**config.mk**
```make
export PLATFORM = sky130hd
export DESIGN_NAME = mem_port_arbiter
export DESIGN_NICKNAME = d
export VERILOG_FILES = /design/src/rtl/mem_arb_pkg.sv /design/src/rtl/arb_starve_counter.sv /design/src/rtl/mem_port_arbiter.sv
export SDC_FILE = /design/constraint.sdc
export NUM_CORES = 1
export LEC_CHECK = 0
export BUFFER_PORTS_ARGS = -buffer_cell sky130_fd_sc_hd__buf_2
export CAP_MARGIN = 40
export CELL_PAD_IN_SITES_DETAIL_PLACEMENT = 0
export CELL_PAD_IN_SITES_GLOBAL_PLACEMENT = 2
export CORE_AREA = 10 10 331 333
export DETAILED_ROUTE_END_ITERATION = 7
export DIE_AREA = 0 0 341 343
export PLACE_DENSITY = 0.63
export REMOVE_ABC_BUFFERS = 1
export SETUP_SLACK_MARGIN = 0.4
export SLEW_MARGIN = 20
export SYNTH_ARGS = -nofsm -noshare
export SYNTH_HDL_FRONTEND = slang
export SYNTH_HIERARCHICAL = 1
export SYNTH_SLANG_ARGS = --single-unit
```
**constraint.sdc**
```tcl
create_clock -name clk -period 1.69 [get_ports clk]
set_input_delay 0.2535 -clock clk [delete_from_list [all_inputs] [get_ports clk]]
set_output_delay 0.2535 -clock clk [all_outputs]
set_load 0.03 [all_outputs]
```
**src/rtl/mem_arb_pkg.sv**
```systemverilog
// Shared types and widths for the data-RAM port arbiter.
package mem_arb_pkg;
  localparam int ADDR_W  = 16;
  localparam int VADDR_W = 12;
  localparam int SDATA_W = 8;
  localparam int VDATA_W = 128;
  localparam int CNT_W   = 4;

  typedef enum logic [1:0] {
    IDLE  = 2'd0,
    CPU   = 2'd1,
    LDR   = 2'd2,
    FORCE = 2'd3
  } arb_state_e;
endpackage

```
**src/rtl/arb_starve_counter.sv**
```systemverilog
// Counts cycles the loader is kept waiting by the CPU; flags when the limit is reached.
module arb_starve_counter
  import mem_arb_pkg::*;
#(
  parameter int STARVE_LIMIT = 8
) (
  input  logic clk,
  input  logic reset,
  input  logic ldr_req,
  input  logic cpu_win,
  input  logic ldr_win,
  output logic at_limit
);
  localparam logic [CNT_W-1:0] LIMIT = CNT_W'(STARVE_LIMIT);

  logic [CNT_W-1:0] cnt_reg, cnt_next;

  always_comb begin
    cnt_next = cnt_reg;
    if (!ldr_req || ldr_win) begin
      cnt_next = '0;
    end else if (cpu_win && cnt_reg != LIMIT) begin
      cnt_next = cnt_reg + CNT_W'(1);
    end
  end

  always_ff @(posedge clk or negedge reset) begin
    if (!reset) cnt_reg <= '0;
    else        cnt_reg <= cnt_next;
  end

  assign at_limit = (cnt_reg == LIMIT);
endmodule

```
**src/rtl/mem_port_arbiter.sv**
```systemverilog
// Shares the dual-port data RAM between the CPU memory stage (priority) and a bulk loader.
// ARB_STARVE_GUARD_EN adds a starvation guard that forces a one-cycle loader grant.
module mem_port_arbiter
  import mem_arb_pkg::*;
#(
  parameter int STARVE_LIMIT = 8
) (
  input  logic               clk,
  input  logic               reset,
  input  logic               cpu_req,
  input  logic               cpu_we_a,
  input  logic               cpu_we_b,
  input  logic [ADDR_W-1:0]  cpu_addr,
  input  logic [SDATA_W-1:0] cpu_wdata_a,
  input  logic [VDATA_W-1:0] cpu_wdata_b,
  output logic               cpu_stall,
  output logic               cpu_rvalid,
  output logic [SDATA_W-1:0] cpu_rdata_a,
  output logic [VDATA_W-1:0] cpu_rdata_b,
  input  logic               ldr_req,
  input  logic               ldr_we,
  input  logic               ldr_vec,
  input  logic [ADDR_W-1:0]  ldr_addr,
  input  logic [VDATA_W-1:0] ldr_wdata,
  output logic               ldr_gnt,
  output logic               ldr_rvalid,
  output logic [VDATA_W-1:0] ldr_rdata,
  output logic [ADDR_W-1:0]  ram_address_a,
  output logic [VADDR_W-1:0] ram_address_b,
  output logic [SDATA_W-1:0] ram_data_a,
  output logic [VDATA_W-1:0] ram_data_b,
  output logic               ram_wren_a,
  output logic               ram_wren_b,
  input  logic [SDATA_W-1:0] ram_q_a,
  input  logic [VDATA_W-1:0] ram_q_b
);
  arb_state_e state_reg, state_next;
  logic       rd_reg, rd_next;
  logic       vec_reg, vec_next;
  logic       force_win, cpu_win, ldr_win, any_we;
  logic [SDATA_W-1:0] cpu_hold_a_reg;
  logic [VDATA_W-1:0] cpu_hold_b_reg, ldr_hold_reg, ldr_q;

`ifdef ARB_STARVE_GUARD_EN
  logic at_limit;

  arb_starve_counter #(.STARVE_LIMIT(STARVE_LIMIT)) u_starve (
    .clk      (clk),
    .reset    (reset),
    .ldr_req  (ldr_req),
    .cpu_win  (cpu_win),
    .ldr_win  (ldr_win),
    .at_limit (at_limit)
  );

  assign force_win = reset & ldr_req & at_limit;
`else
  logic unused_limit;
  assign unused_limit = (STARVE_LIMIT == 0);
  assign force_win    = 1'b0;
`endif

  // Grants are gated by reset so every output reads 0 while reset is held.
  assign cpu_win   = reset & cpu_req & ~force_win;
  assign ldr_win   = reset & ldr_req & (force_win | ~cpu_req);
  assign ldr_gnt   = ldr_win;
  assign cpu_stall = force_win & cpu_req;

  always_comb begin
    ram_address_a = '0;
    ram_address_b = '0;
    ram_data_a    = '0;
    ram_data_b    = '0;
    ram_wren_a    = 1'b0;
    ram_wren_b    = 1'b0;
    any_we        = 1'b0;
    state_next    = IDLE;
    vec_next      = 1'b0;
    if (cpu_win) begin
      ram_address_a = cpu_addr;
      ram_address_b = cpu_addr[VADDR_W-1:0];
      ram_data_a    = cpu_wdata_a;
      ram_data_b    = cpu_wdata_b;
      ram_wren_a    = cpu_we_a;
      ram_wren_b    = cpu_we_b;
      any_we        = cpu_we_a | cpu_we_b;
      state_next    = CPU;
    end else if (ldr_win) begin
      if (ldr_vec) begin
        ram_address_b = ldr_addr[VADDR_W-1:0];
        ram_data_b    = ldr_wdata;
        ram_wren_b    = ldr_we;
      end else begin
        ram_address_a = ldr_addr;
        ram_data_a    = ldr_wdata[SDATA_W-1:0];
        ram_wren_a    = ldr_we;
      end
      any_we     = ldr_we;
      vec_next   = ldr_vec;
      state_next = force_win ? FORCE : LDR;
    end
    rd_next = (cpu_win | ldr_win) & ~any_we;
  end

  always_ff @(posedge clk or negedge reset) begin
    if (!reset) begin
      state_reg <= IDLE;
      rd_reg    <= 1'b0;
      vec_reg   <= 1'b0;
    end else begin
      state_reg <= state_next;
      rd_reg    <= rd_next;
      vec_reg   <= vec_next;
    end
  end

  assign cpu_rvalid = rd_reg & (state_reg == CPU);
  assign ldr_rvalid = rd_reg & ((state_reg == LDR) | (state_reg == FORCE));
  assign ldr_q      = vec_reg ? ram_q_b : {{(VDATA_W-SDATA_W){1'b0}}, ram_q_a};

  // Read data passes straight through on rvalid and is held afterwards.
  always_ff @(posedge clk or negedge reset) begin
    if (!reset) begin
      cpu_hold_a_reg <= '0;
      cpu_hold_b_reg <= '0;
      ldr_hold_reg   <= '0;
    end else begin
      if (cpu_rvalid) begin
        cpu_hold_a_reg <= ram_q_a;
        cpu_hold_b_reg <= ram_q_b;
      end
      if (ldr_rvalid) ldr_hold_reg <= ldr_q;
    end
  end

  assign cpu_rdata_a = cpu_rvalid ? ram_q_a : cpu_hold_a_reg;
  assign cpu_rdata_b = cpu_rvalid ? ram_q_b : cpu_hold_b_reg;
  assign ldr_rdata   = ldr_rvalid ? ldr_q   : ldr_hold_reg;
endmodule

```
# After elaboration in Yosys (flattened, before gate mapping)
# Cells that the tools add are included.
dict set report classes {
  eq_ne 3
  mux 28
  bitwise 11
}
# op count
set op_table {}
lappend op_table {{two-way mux 128 bit} 6}
lappend op_table {{two-way mux 16 bit} 3}
lappend op_table {{two-way mux 12 bit} 3}
lappend op_table {{two-way mux 8 bit} 4}
lappend op_table {{two-way mux 1 bit} 10}
lappend op_table {{AND 1 bit} 6}
lappend op_table {{== test 2 bit, second input constant} 2}
lappend op_table {{two-way mux 2 bit} 2}
lappend op_table {{bitwise OR 1 bit} 3}
lappend op_table {{== test 2 x 1 -> 1 bit, second input constant} 1}
lappend op_table {{NOT 1 bit} 2}
dict set report word_totals {
  register_bits 268
  input_bits 440
  out_inout_bits 434
  elab_cells 48
}

# Longest topological paths before layout
dict set report depth {
  word_depth 6
  ltp_mapped 5
  ltp_nobuf 2
}

# Worst setup path after synthesis
# OpenSTA, ideal clock, no wires.
dict set report synth_timing {
  path_type {reg-to-output}
  from {register rd_reg}
  to {output ldr_rdata[126]}
  t_arrival_ps 1694
  setup_slack_ps -257
  stages_incl_launch_ff 5
  path_buffers 2
  path_cell_list {dfrtp_1 -> and2_1 -> buf_2 -> buf_2 -> o21ai_0}
}
dict set report synth_via {
  elab_chain_len 2
}
# item line_no
set synth_lines {}
lappend synth_lines {{start: declaration} mem_port_arbiter.sv:38} ;# logic rd_reg, rd_next;
lappend synth_lines {{start signal: assignment} mem_port_arbiter.sv:112} ;# rd_reg <= rd_next;
lappend synth_lines {{AND 1 bit} mem_port_arbiter.sv:118} ;# assign ldr_rvalid = rd_reg & ((state_reg == LDR) | (state_reg == FORCE));
lappend synth_lines {{net ldr_rvalid} mem_port_arbiter.sv:26} ;# output logic ldr_rvalid,
lappend synth_lines {{two-way mux 128 bit} n/a}
lappend synth_lines {{end: declaration} mem_port_arbiter.sv:27} ;# output logic [VDATA_W-1:0] ldr_rdata,
# The timed path passes the listed nets, and every way through them passes these cells.

# Final worst setup path
dict set report layout_timing {
  from {register rd_reg}
  to {output ldr_rdata[28]}
}
dict set report layout_via {
  elab_chain_len 2
}
# item line_no
set layout_lines {}
lappend layout_lines {{AND 1 bit} mem_port_arbiter.sv:118}
lappend layout_lines {{two-way mux 128 bit} n/a}
# No other way between the ends.

==> impl_metrics.csv <==
group,metric,value,unit
run_status,status,"complete, but fails checks",
run_status,violations,"negative hold slack, negative setup slack",
sta,relSlewSlack,33.8,%
synthesis,synthTopCellsByCount,"dfrtp_1, a21boi_0, nand2_1",
synthesis,synth_most_common_cell,"dfrtp_1",
finish,final_area,0.0254,mm²
clock_tree,cts_max_level,2,
global_routing,grt_pass1_vias,16600,
die,die_area,0.117,mm²
placement,port-buffer-count,872,
clock_tree,clock-sinks,268,
sta,drv_slew,0,
power,swShare,38.6,%
die,dieWidth,341,µm
power,combPwrFrac,43.4,%
synthesis,async_reset_ff_share,100,%
critical_path,required,1.44,ns
finish,fin_cells,3832,
detailed_routing,avgRoutedWirePerCell,27.9,µm
sta,fin_skew,0.0476,ns
power,seq_power_share,28.8,%
power,power.switching,11.3,mW
detailed_routing,ant_nets,0,
synthesis,synth_seq_cells,268,
power,internal_power,17.9,mW
placement,gp_congestion,0.877,
detailed_routing,vias,15900,
placement,hpwl,85000,µm
critical_path,critPathKind,"reg2out",
die,initial_utilization,14.0,%
clock_tree,cts_buffers,35,
placement,dp.cells,3721,
detailed_routing,routed_wl,107000,µm
detailed_routing,drtIter0Drc,906,
finish,final_nets,2840,
synthesis,synth_edf_count,0,
synthesis,synth_area,0.0144,mm²
global_routing,grt_util_all_layers,17.2,%
clock_tree,clk_pin_slew,0.06,ns
critical_path,cp.arrival,2.15,ns
detailed_routing,firstDrtPassIters,5,
synthesis,netlist.top_cell.by_area,"dfrtp_1",
power,power.leakage,12.0,nW
clock_tree,cts.path.max_buffers,3,
die,dieHeight,343,µm
detailed_routing,remaining_drc_errors,0,
synthesis,synthTopCellsByArea,"dfrtp_1, mux2_1, a21boi_0",
clock_tree,cts_hold_buffers,4,
clock_tree,worstSkewPairLatency,0.59,ns
global_routing,grt-ovfl-total,0,
synthesis,ys.flop_type,"dfrtp_1",
sta,holdWs,-0.0705,ns
synthesis,synth.avg_cell_area,9.95,µm²
critical_path,critPathCaptureType,"output port",
sta,setup_viol,354,
power,ir_drop,1.01,mV
critical_path,cp-start-kind,"flop",
sta,finalHoldViolations,114,
global_routing,grt_first_pass_wirelength,142000,µm
die,core_area,0.103,mm²
die,rows,118,
die,io_pins,874,
synthesis,syn_inst,1449,
finish,post-route-util,24.7,%
finish,drive_gt1_share,53.8,%
sta,fin_crit_sh,142,%
sta,max_clock_freq,417,MHz
power,p_per_area,1150,mW/mm²
clock_tree,cts_tree,"done",
sta,period_minus_slack,2.40,ns
synthesis,synth_top_cell_area_share,46.5,%
clock_tree,root_buffer,"clkbuf_16",
sta,worst_slack,-0.710,ns
synthesis,synth_cell_types,24,
critical_path,cp_max_fo,43,
placement,placed_cell_area,0.0221,mm²
global_routing,antenna_found_initial,85,
flow_run,cap_violations,0,
power,p_clk_share,27.8,%
sta,worst_slew_pin_slew,0.993,ns
finish,syn_to_final_growth,76.3,%
worst_hold_path,worstHoldPathType,"in2reg",
global_routing,grt_max_degree,135,
detailed_routing,vias_per_cell,4.14,
sta,rsz0062_at_grt,"yes",
synthesis,yosysWarnings,6,
synthesis,ys_seq_area_share,46.5,%
[final cells by class]
cell class / count / area [µm²]
fill: 11400 / 77500
timing repair buffer: 1077 / 8350
multi-input combinational: 897 / 6880
sequential: 268 / 6720
tap: 1380 / 1730
clock buffer: 47 / 982
inverter: 121 / 454
clock inverter: 16 / 235
antenna: 26 / 65.1
[layer usage]
layer,GRT usage [%],vias to the layer above,part of all wire [%],wire [µm]
li1,-,7114,-,-
met1,18.5,7793,36,38900
met2,30.8,750,51,54700
met3,6.24,196,9.0,9570
met4,6.11,26,3.2,3450
met5,0,-,0.16,174
[through the flow]
| stage | setup WS [ns] | TNS [ns] | total power [mW] |
|---|---|---|---|
| 6_report | -0.710 | -168.81 | 29.2 |
| 2_1_floorplan | -3.88 | -1860.25 | 14.3 |
| 5_1_grt | -0.765 | -200.67 | 30.6 |
| 3_3_place_gp | -0.380 | -22.46 | 19.0 |
| 3_5_place_dp | -0.303 | -23.01 | 19.1 |
| 4_1_cts | -0.765 | -187.26 | 29.0 |
[critical path, cell delays in order, from the launching register on]
cell	delay (ns)
dfrtp_4	0.51
and2_4	0.26
buf_12	0.20
o21ai_0	0.28
buf_2	0.27
[power groups by stage]
stage | clock, mW | sequential [mW] | combinational [mW]
4_1_cts | 8.37 | 8.42 | 12.2
2_1_floorplan | 0 | 8.49 | 5.80
3_5_place_dp | 0 | 8.53 | 10.5
5_1_grt | 8.61 | 8.59 | 13.4
3_3_place_gp | 0 | 8.49 | 10.6
6_report | 8.10 | 8.42 | 12.7
[repair_timing]
item / in CTS / in global routing
endpoints found under the hold margin: 223 / 138
endpoints found under the setup margin: 662 / 693
pin swaps: 1 / 0
gates resized for setup: 423 / 224
cloned: 9 / 4
setup buffers: 3 / 2
[final timing paths]
kind	start	end	slack [ns]	cells past startpoint
worst max-delay path	rd_reg	ldr_rdata[28]	-0.71	4
worst min-delay path	ram_q_a[7]	cpu_hold_a_reg[7]	-0.07	2
worst max register to register	rd_reg	ldr_hold_reg[28]	0.14	4
worst min register to register	cpu_hold_b_reg[3]	cpu_hold_b_reg[3]	0.49	1
max in group asynchronous	reset	state_reg[1]	0.79	3
min in group asynchronous	reset	cpu_hold_b_reg[124]	0.03	3
[placed cells by master (no fill, tap or decap), types with 32 or more instances in the layout]
cell and instances:
a21boi_0 166, buf_12 70, buf_2 629, buf_4 190
buf_6 145, clkbuf_16 40, dfrtp_1 265, inv_1 121
mux2_2 66, mux2_4 70, nand2_1 155, nand4_1 120
nand4b_1 141, o21ai_0 52, o21ai_1 34, o21ai_2 32
[cells by family after synthesis]
family / synth area share, %
other cells: 0.0260
simple gates: 20.2
compound gates: 13.4
buf+inv: 8.64
flops: 46.5
mux: 11.2
(Power assumes the default switching activity.)
